<file path="src/rtl/timer_irq_ctrl.sv">
// timer_irq_ctrl: machine timer (mtime/mtimecmp), msip and external IRQ register block; `EXT_IRQ_SYNC_EN selects a 2-flop ext_irq_in synchroniser
module timer_irq_ctrl #(
   parameter int TICK_DIV = 1
) (
   input  logic        clk,
   input  logic        reset,
   input  logic        bus_req,
   input  logic        bus_we,
   input  logic [4:0]  bus_addr,
   input  logic [31:0] bus_wdata,
   output logic        bus_ack,
   output logic [31:0] bus_rdata,
   output logic        bus_err,
   input  logic        ext_irq_in,
   output logic        timer_irq,
   output logic        soft_irq,
   output logic        ext_irq
);
   logic [15:0] presc;
   logic [63:0] mtime;
   logic [63:0] mtimecmp;
   logic        msip;
   logic        tick;
   logic        wr;
   logic        sel_tlo, sel_thi, sel_clo, sel_chi, sel_sip, hit;
   logic [31:0] rd_val;

   assign sel_tlo = bus_addr == 5'h00;
   assign sel_thi = bus_addr == 5'h04;
   assign sel_clo = bus_addr == 5'h08;
   assign sel_chi = bus_addr == 5'h0C;
   assign sel_sip = bus_addr == 5'h10;
   assign hit     = sel_tlo | sel_thi | sel_clo | sel_chi | sel_sip;
   assign wr      = bus_req & bus_we;
   assign tick    = presc == 16'(TICK_DIV - 1);

   // read mux: unmapped or unaligned addresses read as zero
   always_comb
      rd_val = sel_tlo ? mtime[31:0] :
               sel_thi ? mtime[63:32] :
               sel_clo ? mtimecmp[31:0] :
               sel_chi ? mtimecmp[63:32] :
               sel_sip ? {31'b0, msip} : 32'b0;

   // prescaler: counts 0..TICK_DIV-1 and restarts on any mtime write
   always_ff @(posedge clk)
      if (!reset)
         presc <= '0;
      else if (wr & (sel_tlo | sel_thi))
         presc <= '0;
      else
         presc <= tick ? '0 : presc + 16'd1;

   // mtime: a bus write to either half wins over the tick increment
   always_ff @(posedge clk)
      if (!reset)
         mtime <= '0;
      else if (wr & sel_tlo)
         mtime[31:0] <= bus_wdata;
      else if (wr & sel_thi)
         mtime[63:32] <= bus_wdata;
      else if (tick)
         mtime <= mtime + 64'd1;

   // mtimecmp: one half per write, resets to all ones so no irq fires before software sets it
   always_ff @(posedge clk)
      if (!reset)
         mtimecmp <= '1;
      else if (wr & sel_clo)
         mtimecmp[31:0] <= bus_wdata;
      else if (wr & sel_chi)
         mtimecmp[63:32] <= bus_wdata;

   // msip: only bit 0 is implemented
   always_ff @(posedge clk)
      if (!reset)
         msip <= 1'b0;
      else if (wr & sel_sip)
         msip <= bus_wdata[0];

   // bus response: single-cycle ack carrying the pre-write register value
   always_ff @(posedge clk)
      if (!reset) begin
         bus_ack   <= 1'b0;
         bus_err   <= 1'b0;
         bus_rdata <= '0;
      end else begin
         bus_ack   <= bus_req;
         bus_err   <= bus_req & ~hit;
         bus_rdata <= bus_req ? rd_val : '0;
      end

   // interrupt outputs: registered compare and registered msip
   always_ff @(posedge clk)
      if (!reset) begin
         timer_irq <= 1'b0;
         soft_irq  <= 1'b0;
      end else begin
         timer_irq <= mtime >= mtimecmp;
         soft_irq  <= msip;
      end

`ifdef EXT_IRQ_SYNC_EN
   logic ext_meta;

   // two-flop synchroniser for the asynchronous external line
   always_ff @(posedge clk)
      if (!reset)
         {ext_irq, ext_meta} <= 2'b00;
      else
         {ext_irq, ext_meta} <= {ext_meta, ext_irq_in};
`else
   // single register stage; ext_irq_in is already synchronous to clk
   always_ff @(posedge clk)
      if (!reset)
         ext_irq <= 1'b0;
      else
         ext_irq <= ext_irq_in;
`endif
endmodule

</file>
<file path="config.mk">
export PLATFORM = sky130hd
export DESIGN_NAME = timer_irq_ctrl
export DESIGN_NICKNAME = d
export VERILOG_FILES = /design/src/rtl/timer_irq_ctrl.sv
export SDC_FILE = /design/constraint.sdc
export NUM_CORES = 1
export LEC_CHECK = 0
export BUFFER_PORTS_ARGS = -buffer_cell sky130_fd_sc_hd__buf_2
export CORE_MARGIN = 1
export CORE_UTILIZATION = 55
export DETAILED_ROUTE_END_ITERATION = 8
export GPL_TIMING_DRIVEN = 0
export HOLD_SLACK_MARGIN = 0.15
export PLACE_DENSITY_LB_ADDON = 0.1
export SYNTH_ARGS = -nofsm -noshare
export SYNTH_HDL_FRONTEND = slang
export SYNTH_SLANG_ARGS = --single-unit
export TNS_END_PERCENT = 50
</file>
<file path="constraint.sdc">
create_clock -name clk -period 3.5 [get_ports clk]
set_input_delay 0.875 -clock clk [delete_from_list [all_inputs] [get_ports clk]]
set_output_delay 0.875 -clock clk [all_outputs]
set_load 0.02 [all_outputs]
</file>
# Yosys cells after proc, flatten, opt, wreduce, memory -nomap -nowiden
# Cells that the tools add are included.
[totals] regBits=182 latch_bits=0 ram_bits=0 romBits=0 in_bits=42 output_inout_bits=37 elab_cells=54 mem_count=0
[op_classes] add_sub_neg=2 multipliers=0 div_mod_pow=0 n_lt_le_gt_ge=1 eq_ne=5 shift=0 n_mux=9 n_bitwise=16 reduce_logical=9
[op_table] cell="2-to-1 mux 32 bit" n=7
[op_table] cell="adder 64 x 1 -> 64 bit (second input constant)" n=1
[op_table] cell=">= comparator 64 bit" n=1
[op_table] cell="2-to-1 mux 64 bit" n=1
[op_table] cell="adder 16 x 1 -> 16 bit (second input constant)" n=1
[op_table] cell="zero test 16 bit" n=1
[op_table] cell="== test 5 x 4 -> 1 bit (second input constant)" n=2
[op_table] cell="AND 1 bit" n=8
[op_table] cell="AND reduction 2 bit" n=4
[op_table] cell="== test 5 x 3 -> 1 bit (second input constant)" n=1
[op_table] cell="== test 5 bit (second input constant)" n=1
[op_table] cell="zero test 5 bit" n=1
[op_table] cell="NOT 1 bit" n=4
[op_table] cell="OR 1 bit" n=4
[op_table] cell="nonzero test 2 bit" n=2
[op_table] cell="OR reduction 3 bit" n=1
[op_table] cell="!= test 2 bit (second input constant)" n=1
[op_table] cell="2-to-1 mux 1 bit" n=1

# Depth between registers and ports, before layout
# Gate-level depths: netlist (run 1).
[logic_depth] depth_word=7 depth_mapped=10 ltp_nobuf=8

# Least setup slack after synthesis (run 1)
# Ideal clock, no wire load.
[synth_path] kind="input port to flip-flop" from="in bus_addr[4]" to="reg mtime[23]" arrival_ps=2901 path_slack_ps=529 cell_stages=9 n_path_buf=4 cell_sequence="or4_1 buf_2 or2_2 clkbuf_1 nor2_1 buf_2 buf_2 nand2_1 a21oi_1"
[synth_between] elab_chain_cells=4
[synth_lines] element="from (decl)" line="9" source="input logic [4:0] bus_addr,"
[synth_lines] element="== test 5 x 3 -> 1 bit or zero test 5 bit (tied branches)" line="29, 28"
[synth_lines] element="AND 1 bit, on equally long branches" line="60, 58"
[synth_lines] element="!= test 2 bit (no line) or nonzero test 2 bit (tied branches)"
[synth_lines] element="AND reduction 2 bit (no line)"
[synth_lines] element="to (signal assigned)" line="59" source="mtime[31:0] <= bus_wdata;"
[synth_lines] element="to (signal assigned)" line="63" source="mtime <= mtime + 64'd1;"
[synth_lines] element="to (decl)" line="20" source="logic [63:0] mtime;"
# Several ways; a longest one is shown, not always the timed one.
# A chain may end at the register's enable or synchronous reset.

# Worst setup path in the final report (run 1)
[layout_path] from="in bus_addr[1]" to="reg mtimecmp[49]"
[layout_between] elab_chain_cells=4
[layout_lines] element="== test 5 x 4 -> 1 bit" line="30" source="assign sel_clo = bus_addr == 5'h08;"
[layout_lines] element="AND 1 bit" line="69" source="else if (wr & sel_clo)"
[layout_lines] element="NOT 1 bit (no line)"
[layout_lines] element="AND reduction 2 bit (no line) *"
[layout_lines] element="to (signal assigned)" line="72" source="mtimecmp[63:32] <= bus_wdata;"
[layout_lines] element="to (decl)" line="21" source="logic [63:0] mtimecmp;"
# Mark *: on every way between the ends. The rest lies on a longest branch, timed or not.

==> results of run 1 <==
==> layout by cell type, fill, tap and decap left out, types with 10 or more instances in the layout <==
cell,instances
a21oi_1,71
and2_1,37
and3_1,11
buf_2,84
clkbuf_1,58
clkbuf_16,17
dfxtp_1,182
ha_1,67
inv_1,79
mux2i_1,68
nand2_1,149
nand3_1,49
nand4_1,45
nor2_1,52
nor3_1,30
nor4_1,29
o211ai_1,66
o21a_1,14
o21ai_0,48
o22ai_1,34
or3_1,10
xnor2_1,27
xor2_1,11
==> through the flow <==
step / setup WS [ns] / setup TNS, ns / utilization (%)
floorplan: 0.5286 / 0 / -
global placement: -0.3693 / -9.210 / 59.89
detailed placement: -0.3245 / -8.785 / 59.89
CTS: 0.1113 / 0 / 63.06
global route: 0.1180 / 0 / 63.11
finish: 0.2227 / 0 / 63.11
==> sequential cells by signal, indices dropped and copies added (netlist names) <==
| signal | flops |
|---|---|
| bus_rdata | 32 |
| bus_err | 1 |
| soft_irq | 1 |
| timer_irq | 1 |
| mtimecmp | 64 |
| mtime | 64 |
| msip | 1 |
| ext_irq | 1 |
| bus_ack | 1 |
| presc | 16 |
==> worst max-delay path: stages <==
cell and delay (ns):
buf_2 0.10, nor2_1 0.21, nand3b_1 0.33, nor3_1 1.23, clkbuf_1 0.63, nand2_1 0.13
o211ai_1 0.12
==> how the worst max path moves through the flow <==
stage	start	depth (start not counted)	end
global route	bus_addr[4]	10	mtime[26]
CTS	bus_addr[4]	10	mtime[26]
floorplan	bus_addr[4]	9	mtime[23]
global placement	bus_addr[4]	10	mtime[26]
detailed placement	bus_addr[4]	10	mtime[26]
finish	bus_addr[1]	7	mtimecmp[49]
==> power groups by stage <==
stage | logic (mW) | registers, mW | clock network (mW)
3_3_place_gp | 0.238 | 2.16 | 0
2_1_floorplan | 0.124 | 2.16 | 0
3_5_place_dp | 0.241 | 2.16 | 0
6_report | 0.250 | 2.11 | 1.94
5_1_grt | 0.265 | 2.11 | 1.99
4_1_cts | 0.243 | 2.11 | 1.93
==> layout make-up <==
class                      instances  area, sq um
clock inverter                     9        91.34
timing repair buffer              77        385.4
multi-input combinational        901         5908
clock buffer                      21        480.5
fill                            1679         6650
sequential                       182         3643
inverter                          79        296.5
tap                              229        286.5
buffer                            73        282.8
==> cells by family (layout without fill, tap and decap cells) <==
logic type                 count (synthesis)  count (layout)  synth area share [%]
buffers and inverters                    152             259                 5.722
AOI/OAI and AO/OA                        284             284                 18.00
adders and majority gates                 67              67                 8.281
DFF                                      182             182                 35.99
muxes                                     69              69                 6.835
xor gates and xnor gates                  38              38                 3.288
and+or+nand+nor                          443             443                 21.89
==> layer usage <==
metal	vias up	track usage, %	part of all wire [%]
li1	4660	-	-
met1	4824	51.63	44
met2	538	56.42	43
met3	88	6.549	8.9
met4	2	15.08	3.5
met5	-	0	0.026
==> impl_metrics.tcl, run 1 <==
set metrics [dict create \
    cts_setup_buffers 0 \
    slew-limit-headroom_pct 3.485 \
    p_int_mw 3.225 \
    reg2reg_to "mtime[37]" \
    finalCriticalPeriod_ns 3.277 \
    worstRegToRegCells 6 \
    rr_startpoint "mtime[8]" \
    ant_nets 0 \
    comb_power_share_pct 5.8 \
    grt_max_degree 17 \
    nets 1440 \
    num_vias 10110 \
    finalNonFillerCells 1571 \
    hp-start "presc[0]" \
    leakage_nw 4.897 \
    path_clk_slew_ns 0.07 \
    critical_path_class "in -> reg" \
    period_share_pct 93.64 \
    skew_ns 0.01239 \
    hpwlAfterDp_mm 25.37 \
    hold_viol 0 \
    grtUsageTotal_pct 37.15 \
    clkPwrFrac_pct 45.1 \
    dieHeight_um 137.7 \
    peakVddDrop_v 0.0004374 \
    hold_buffers 0 \
    synth_edf_count 0 \
    syn-mean-instance-area_sq_um 8.197 \
    syn_nets 1344 \
    rows 49 \
    crit_path_max_fanout 10 \
    ys_seq_elements 182 \
    powerDensity_nw_per_um2 377.9 \
    portBuffers 77 \
    max_slew.worst_pin.slew_ns 1.437 \
    grt_pass1_vias 9088 \
    switching_share_pct 24.96 \
    chipWidth_um 137.7 \
    synth_most_common_cell "dfxtp_1" \
    place_congestion 0.9795 \
    worstHoldEndpoint "presc[0]" \
    post_drt_wl_per_cell_um 22.08 \
    hold_class "reg -> reg" \
    synth_common_cells "dfxtp_1 (182), nand2_1 (149), inv_1 (79)" \
    antenna_cells 0 \
    core-area_sq_um 18020 \
    yosysTopAreaCell "dfxtp_1" \
    start_util_pct 56.16 \
    crit_arrival_ns 3.64 \
    vias_per_cell 6.437 \
    dr.pass1.iters 5 \
    p_total_mw 4.298 \
    numCtsBuffers 17 \
    worstSetupStartpointType "primary input" \
    rsz0062_at_grt "false" \
    p_sw_mw 1.073 \
    slew_viol_final 0 \
    synthDistinctLibCells 57 \
    cts_resized 0 \
    place_area_sq_um 10800 \
    clk_latency_ns 0.44 \
    die_area_sq_um 18950 \
    drv_cap 0 \
    hold_path_depth 1 \
    seqPwrFrac_pct 49.1 \
    cts_tree "done" \
    synth_flop_cell "dfxtp_1" \
    syn_area_sq_um 10120 \
    grt_overflow 0 \
    clockRootBuffer "clkbuf_16" \
    final_layout_size_suffix_gt1_share_pct 9.314 \
    drc 0 \
    reg2reg_slack_ns 0.28 \
    fin_area_sq_um 11370 \
    synth_top_area_share_pct 35.99 \
    synth_seq_area_share_pct 35.99 \
    netlist_instances 1235 \
    yosys_warnings 0 \
    htree_num_levels 4 \
    finalSetupViolations 0 \
    syn2layout_area_growth_pct 12.36 \
    dpl.cell_count 1541 \
    cp-end-kind "register" \
    status "complete, no violations" \
    critPathRequiredTime_ns 3.86 \
    boundaryPins 79 \
    drt_iter0_markers 1008 \
    wl_mm 34.69 \
    antenna_found_initial 1 \
    cts.sinks 182 \
    yosys-top-cells-area "dfxtp_1 (36%), ha_1 (8.3%), mux2i_1 (6.7%)" \
    grt_first_pass_wirelength_mm 52.33 \
    max_freq_ghz 0.3051 \
    clk_path_buf_depth 2 \
    async_reset_ff_share_pct 0 \
    hold_slack_ns 0.4772 \
]
Power figures use the tool's default switching activity.
==> inputs of run 2 (changes only) <==
--- a/config.mk
+++ b/config.mk
@@ -5,6 +5,7 @@
 export SDC_FILE = /design/constraint.sdc
 export NUM_CORES = 1
 export LEC_CHECK = 0
+export ABC_AREA = 1
 export BUFFER_PORTS_ARGS = -buffer_cell sky130_fd_sc_hd__buf_2
 export CORE_MARGIN = 1
 export CORE_UTILIZATION = 55
==> impl_metrics.tcl, run 2 <==
set metrics [dict create \
    yosysTopAreaCell "dfxtp_1" \
    period_share_pct 77.07 \
    finalCriticalPeriod_ns 2.698 \
    rows 52 \
    ant_nets 0 \
    hold_class "reg -> reg" \
    antenna_cells 0 \
    status "complete, no violations" \
    hold_buffers 0 \
    hold_path_depth 2 \
    cts.sinks 182 \
    wl_met1_mm 18.27 \
    final_cell_mix "nand2_1 (485), nor2_1 (246), inv_1 (221)" \
    ys_seq_elements 182 \
    cts_setup_buffers 0 \
    critPathRequiredTime_ns 3.78 \
    grtUsageTotal_pct 43.25 \
    yosys-top-cells-area "dfxtp_1 (32%), nand2_1 (16%), nor2_1 (8.1%)" \
    tns_ns 0 \
    wl_mm 46.19 \
    syn-mean-instance-area_sq_um 6.460 \
    post_drt_wl_per_cell_um 21.62 \
    clk_path_buf_depth 2 \
    cts_tree "done" \
    largestRegisters "mtime x64, mtimecmp x64, bus_rdata x32" \
    path_delay_family "simple AND/OR/NAND/NOR gates" \
    grt_pass1_vias 11660 \
    dpl.cell_count 2105 \
    portBuffers 77 \
    dr.pass1.iters 6 \
    numCtsBuffers 17 \
    powerDensity_nw_per_um2 340.0 \
    syn_nets 1867 \
    place_congestion 1.024 \
    boundaryPins 79 \
    cp-end-kind "register" \
    rr_startpoint "mtime[1]" \
    path_cells "buf_2, inv_1, nor2_1, nand3_1, nor2_2, buf_2, o211ai_1" \
    drt_iter0_markers 1620 \
    drv_cap 0 \
    die_area_sq_um 21230 \
    hpwlAfterDp_mm 35.59 \
    num_vias 12790 \
    netlist_instances 1758 \
    crit_top_cell "buf_2" \
    crit_arrival_ns 2.98 \
    yosys_warnings 0 \
    cts_resized 0 \
    slew_viol_final 0 \
    reg2reg_to "mtime[34]" \
    hp-start "msip" \
    reg2reg_slack_ns 0.85 \
    synth_edf_count 0 \
    synth_most_common_cell "nand2_1" \
    worst-path-buf-inv 3 \
    slew-limit-headroom_pct 28.72 \
    syn2layout_area_growth_pct 11.46 \
    layout_commonest_cell "nand2_1" \
    crit_path_max_fanout 10 \
    max_freq_ghz 0.3707 \
    max_slew.worst_pin.slew_ns 1.069 \
    dieHeight_um 145.7 \
    grt_overflow 0 \
    crit_slowest_cell "nor2_2" \
    critical_path_class "in -> reg" \
    worstRegToRegCells 10 \
    synthDistinctLibCells 42 \
    worstSetupStartpointType "primary input" \
    grt_first_pass_wirelength_mm 68.55 \
    drc 0 \
    final_layout_size_suffix_gt1_share_pct 9.266 \
    finalSetupViolations 0 \
    syn_area_sq_um 11360 \
    cp.depth 7 \
    top_layer "met4" \
    synth_common_cells "nand2_1 (485), nor2_1 (246), inv_1 (221)" \
    finalNonFillerCells 2137 \
    skew_ns 0.01281 \
    synth_top_area_share_pct 32.08 \
    start_util_pct 56.12 \
    async_reset_ff_share_pct 0 \
    worstHoldEndpoint "soft_irq" \
    vias_per_cell 5.983 \
    peakVddDrop_v 0.0003465 \
    antenna_found_initial 0 \
    wl_met2_mm 19.78 \
    htree_num_levels 4 \
    path_clk_slew_ns 0.07 \
    synth_seq_area_share_pct 32.08 \
    grt_max_degree 19 \
    core-area_sq_um 20230 \
    rsz0062_at_grt "false" \
    wl_met3_mm 6.067 \
    nets 1963 \
    hold_viol 0 \
    critical_path.max_stage_delay_ns 0.80 \
    chipWidth_um 145.7 \
    synth_flop_cell "dfxtp_1" \
    clockRootBuffer "clkbuf_16" \
    leakage_nw 5.902 \
    clk_latency_ns 0.46 \
]
[run 2: cell count changes in the layout (fill, tap and decap cells not counted), moves of 23 or more]
cell	delta
xnor2_1	-24
a221oi_1	+23
nor4_1	-27
nand4_1	-28
nand2_1	+336
buf_2	+27
and2_1	-36
mux2i_1	-64
nor2_1	+194
clkbuf_1	-33
inv_1	+142
a21oi_1	+61
[run 2: cell families (layout without fill, tap and decap cells)]
| kind of cell | count (synthesis) | in the layout | synth area share [%] |
|---|---|---|---|
| buffers and inverters | 294 | 403 | 10.42 |
| AND/OR/NAND/NOR | 864 | 864 | 31.26 |
| multiplexers | 4 | 4 | 0.3526 |
| flip-flops | 182 | 182 | 32.08 |
| XOR/XNOR | 11 | 11 | 0.8485 |
| AO/OA/AOI/OAI | 336 | 336 | 17.65 |
| adder cells (fa/ha/maj) | 67 | 67 | 7.382 |
[run 2: where the power goes]
group	internal, mW	leakage (nW)	switching, mW
Sequential	2.09	1.47	0.0226
Combinational	0.0689	4.15	0.183
Clock	0.966	0.285	0.973
[run 2: worst max path at each step]
stage | from | to | slack [ns]
3_5_place_dp | bus_addr[3] | mtimecmp[17] | 0.54
3_3_place_gp | bus_addr[3] | mtimecmp[17] | 0.56
5_1_grt | mtime[1] | mtime[34] | 0.77
6_report | bus_addr[3] | mtimecmp[17] | 0.80
2_1_floorplan | bus_addr[1] | mtime[46] | 1.41
4_1_cts | bus_addr[3] | mtimecmp[17] | 1.0
[run 2: final cells by class]
type | count | area, sq um
inverters | 226 | 848.3
plain buffers | 68 | 335.3
clock buffers | 19 | 442.9
flip-flops and latches | 182 | 3643
clock inverters | 13 | 135.1
repair buffers | 77 | 385.4
fillers | 1993 | 7577
well taps | 270 | 337.8
multi-input cells | 1282 | 6529
[run 2: worst min-delay path, stage by stage (launching register included)]
cell	delay (ns)
dfxtp_1	0.33
nand2_1	0.06
inv_1	0.03
[run 2: layer usage]
metal / global-route usage [%] / vias to the layer above
li1: - / 5925
met1: 56.99 / 5894
met2: 65.17 / 833
met3: 12.23 / 133
met4: 20.32 / 0
met5: 0 / -
[run 2: per-stage QoR]
stage	power [mW]	utilization (%)	worst slack [ns]	hold WS, ns	cell area, sq um
floorplan	2.273	-	1.407	0.4203	11360
global placement	2.392	59.70	0.5582	0.4447	12080
detailed placement	2.397	59.70	0.5397	0.4415	12080
CTS	4.270	62.55	0.9999	0.4512	12660
global route	4.379	62.55	0.7727	0.4660	12660
finish	4.303	62.55	0.8025	0.4644	12660
==> inputs of run 3 (changes only) <==
==> constraint.sdc (replaced) <==
create_clock -name clk -period 2.5 [get_ports clk]
set_input_delay 0.625 -clock clk [delete_from_list [all_inputs] [get_ports clk]]
set_output_delay 0.625 -clock clk [all_outputs]
set_load 0.02 [all_outputs]
==> impl_metrics.tcl, run 3 (synthesis gave the netlist of run 2 again) <==
set metrics [dict create \
    status "complete, no violations" \
    critical_path_class "in -> reg" \
    setup_ws_ns 0.04459 \
    final_cell_mix "nand2_1 (485), nor2_1 (245), inv_1 (221)" \
    skew_ns 0.01668 \
    grt_pass1_vias 11660 \
    ant_nets 0 \
    rsz0062_at_grt "false" \
    dpl.cell_count 2105 \
    antenna_found_initial 0 \
    htree_num_levels 4 \
    largestRegisters "mtime x64, mtimecmp x64, bus_rdata x32" \
    die_area_sq_um 21230 \
    antenna_cells 0 \
    period_share_pct 98.22 \
    chipWidth_um 145.7 \
    path_delay_family "simple AND/OR/NAND/NOR gates" \
    hold_class "in -> reg" \
    place_congestion 1.024 \
    crit_top_cell "buf_2" \
    register_area_sq_um 3643 \
    tns_ns 0 \
    finalCriticalPeriod_ns 2.455 \
    powerDensity_nw_per_um2 474.9 \
    drv_cap 0 \
    hold_viol 0 \
    crit_slowest_cell "nor2_2" \
    grt_first_pass_wirelength_mm 68.55 \
    numCtsBuffers 17 \
    start_util_pct 56.12 \
    max_slew.worst_pin.slew_ns 1.072 \
    drc 0 \
    syn2layout_area_growth_pct 11.55 \
    clockRootBuffer "clkbuf_16" \
    vias_per_cell 5.967 \
    core-area_sq_um 20230 \
    layout_commonest_cell "nand2_1" \
    slew-limit-headroom_pct 28.56 \
    hpwlAfterDp_mm 35.59 \
    crit_arrival_ns 2.73 \
    cp-end-kind "register" \
    multi_input_comb_area_sq_um 6539 \
    max_freq_ghz 0.4073 \
    hold_slack_ns 0.3626 \
    grt_overflow 0 \
    dr.pass1.iters 7 \
    boundaryPins 79 \
    portBuffers 77 \
    finalSetupViolations 0 \
    worst-path-buf-inv 3 \
    critPathRequiredTime_ns 2.77 \
    grtUsageTotal_pct 43.25 \
    slew_viol_final 0 \
    leakage_nw 5.900 \
    dp_slack_ns -0.2103 \
    cts_tree "done" \
    clk_path_buf_depth 2 \
    fillers 1991 \
    cts.sinks 182 \
    rows 52 \
    dieHeight_um 145.7 \
    finalNonFillerCells 2137 \
    path_clk_slew_ns 0.07 \
    drt_iter0_markers 1636 \
    wl_mm 45.99 \
    clk_latency_ns 0.45 \
    num_vias 12750 \
    grt_max_degree 19 \
    path_cells "buf_2, inv_1, nor2_1, nand3_1, nor2_2, buf_2, o211ai_1" \
    crit_path_max_fanout 10 \
    nets 1963 \
    cts_setup_buffers 0 \
    final_layout_size_suffix_gt1_share_pct 9.427 \
    critical_path.max_stage_delay_ns 0.79 \
    worstSetupStartpointType "primary input" \
    post_drt_wl_per_cell_um 21.52 \
    peakVddDrop_v 0.0004780 \
]
## run 3: cell counts in the layout (fill, tap and decap cells not counted)
No cell type changed its count.
## run 3: per-layer routing
metal | global-route usage, % | routed length [um] | up-vias
met5 | 0 | 0 | -
met4 | 20.32 | 2203 | 0
met3 | 12.23 | 6067 | 143
met2 | 65.17 | 19600 | 837
met1 | 56.99 | 18120 | 5843
li1 | - | - | 5929
## run 3: repair_timing
item / CTS / global route
hold buffers: 0 / 0
gates resized for setup: 0 / 3
endpoints found under the setup margin: 0 / 9
## run 3: cell type report
type | count | area share, %
timing repair buffer | 77 | 3.042
inverter | 226 | 6.697
clock buffer | 19 | 3.497
tap | 270 | 2.667
sequential | 182 | 28.76
buffer | 68 | 2.647
multi-input combinational | 1282 | 51.62
clock inverter | 13 | 1.067
## run 3: path summary, 6_finish.rpt
kind                    start            to  slack, ns  depth (start not counted)
hold / removal     ext_irq_in       ext_irq       0.36                          3
setup reg to reg     mtime[0]     mtime[46]       0.05                         10
setup / recovery  bus_addr[3]  mtimecmp[17]       0.04                          7
hold reg to reg          msip      soft_irq       0.46                          2
## run 3: tightest hold or removal path, stage by stage
cell and delay (ns):
buf_2 0.08, nand2_1 0.04, inv_1 0.04
## run 3: metrics by stage
| stage | cell area, sq um | power [mW] | util [%] |
|---|---|---|---|
| 6_report | 12670 | 6.015 | 62.60 |
| 5_1_grt | 12670 | 6.132 | 62.60 |
| 4_1_cts | 12660 | 5.978 | 62.55 |
| 3_5_place_dp | 12080 | 3.356 | 59.70 |
| 3_3_place_gp | 12080 | 3.349 | 59.70 |
| 2_1_floorplan | 11360 | 3.183 | - |
## run 3: power by group
group | switching [mW] | internal, mW
Combinational | 0.257 | 0.0971
Clock | 1.35 | 1.35
Sequential | 0.0317 | 2.92
Total | 1.64 | 4.37
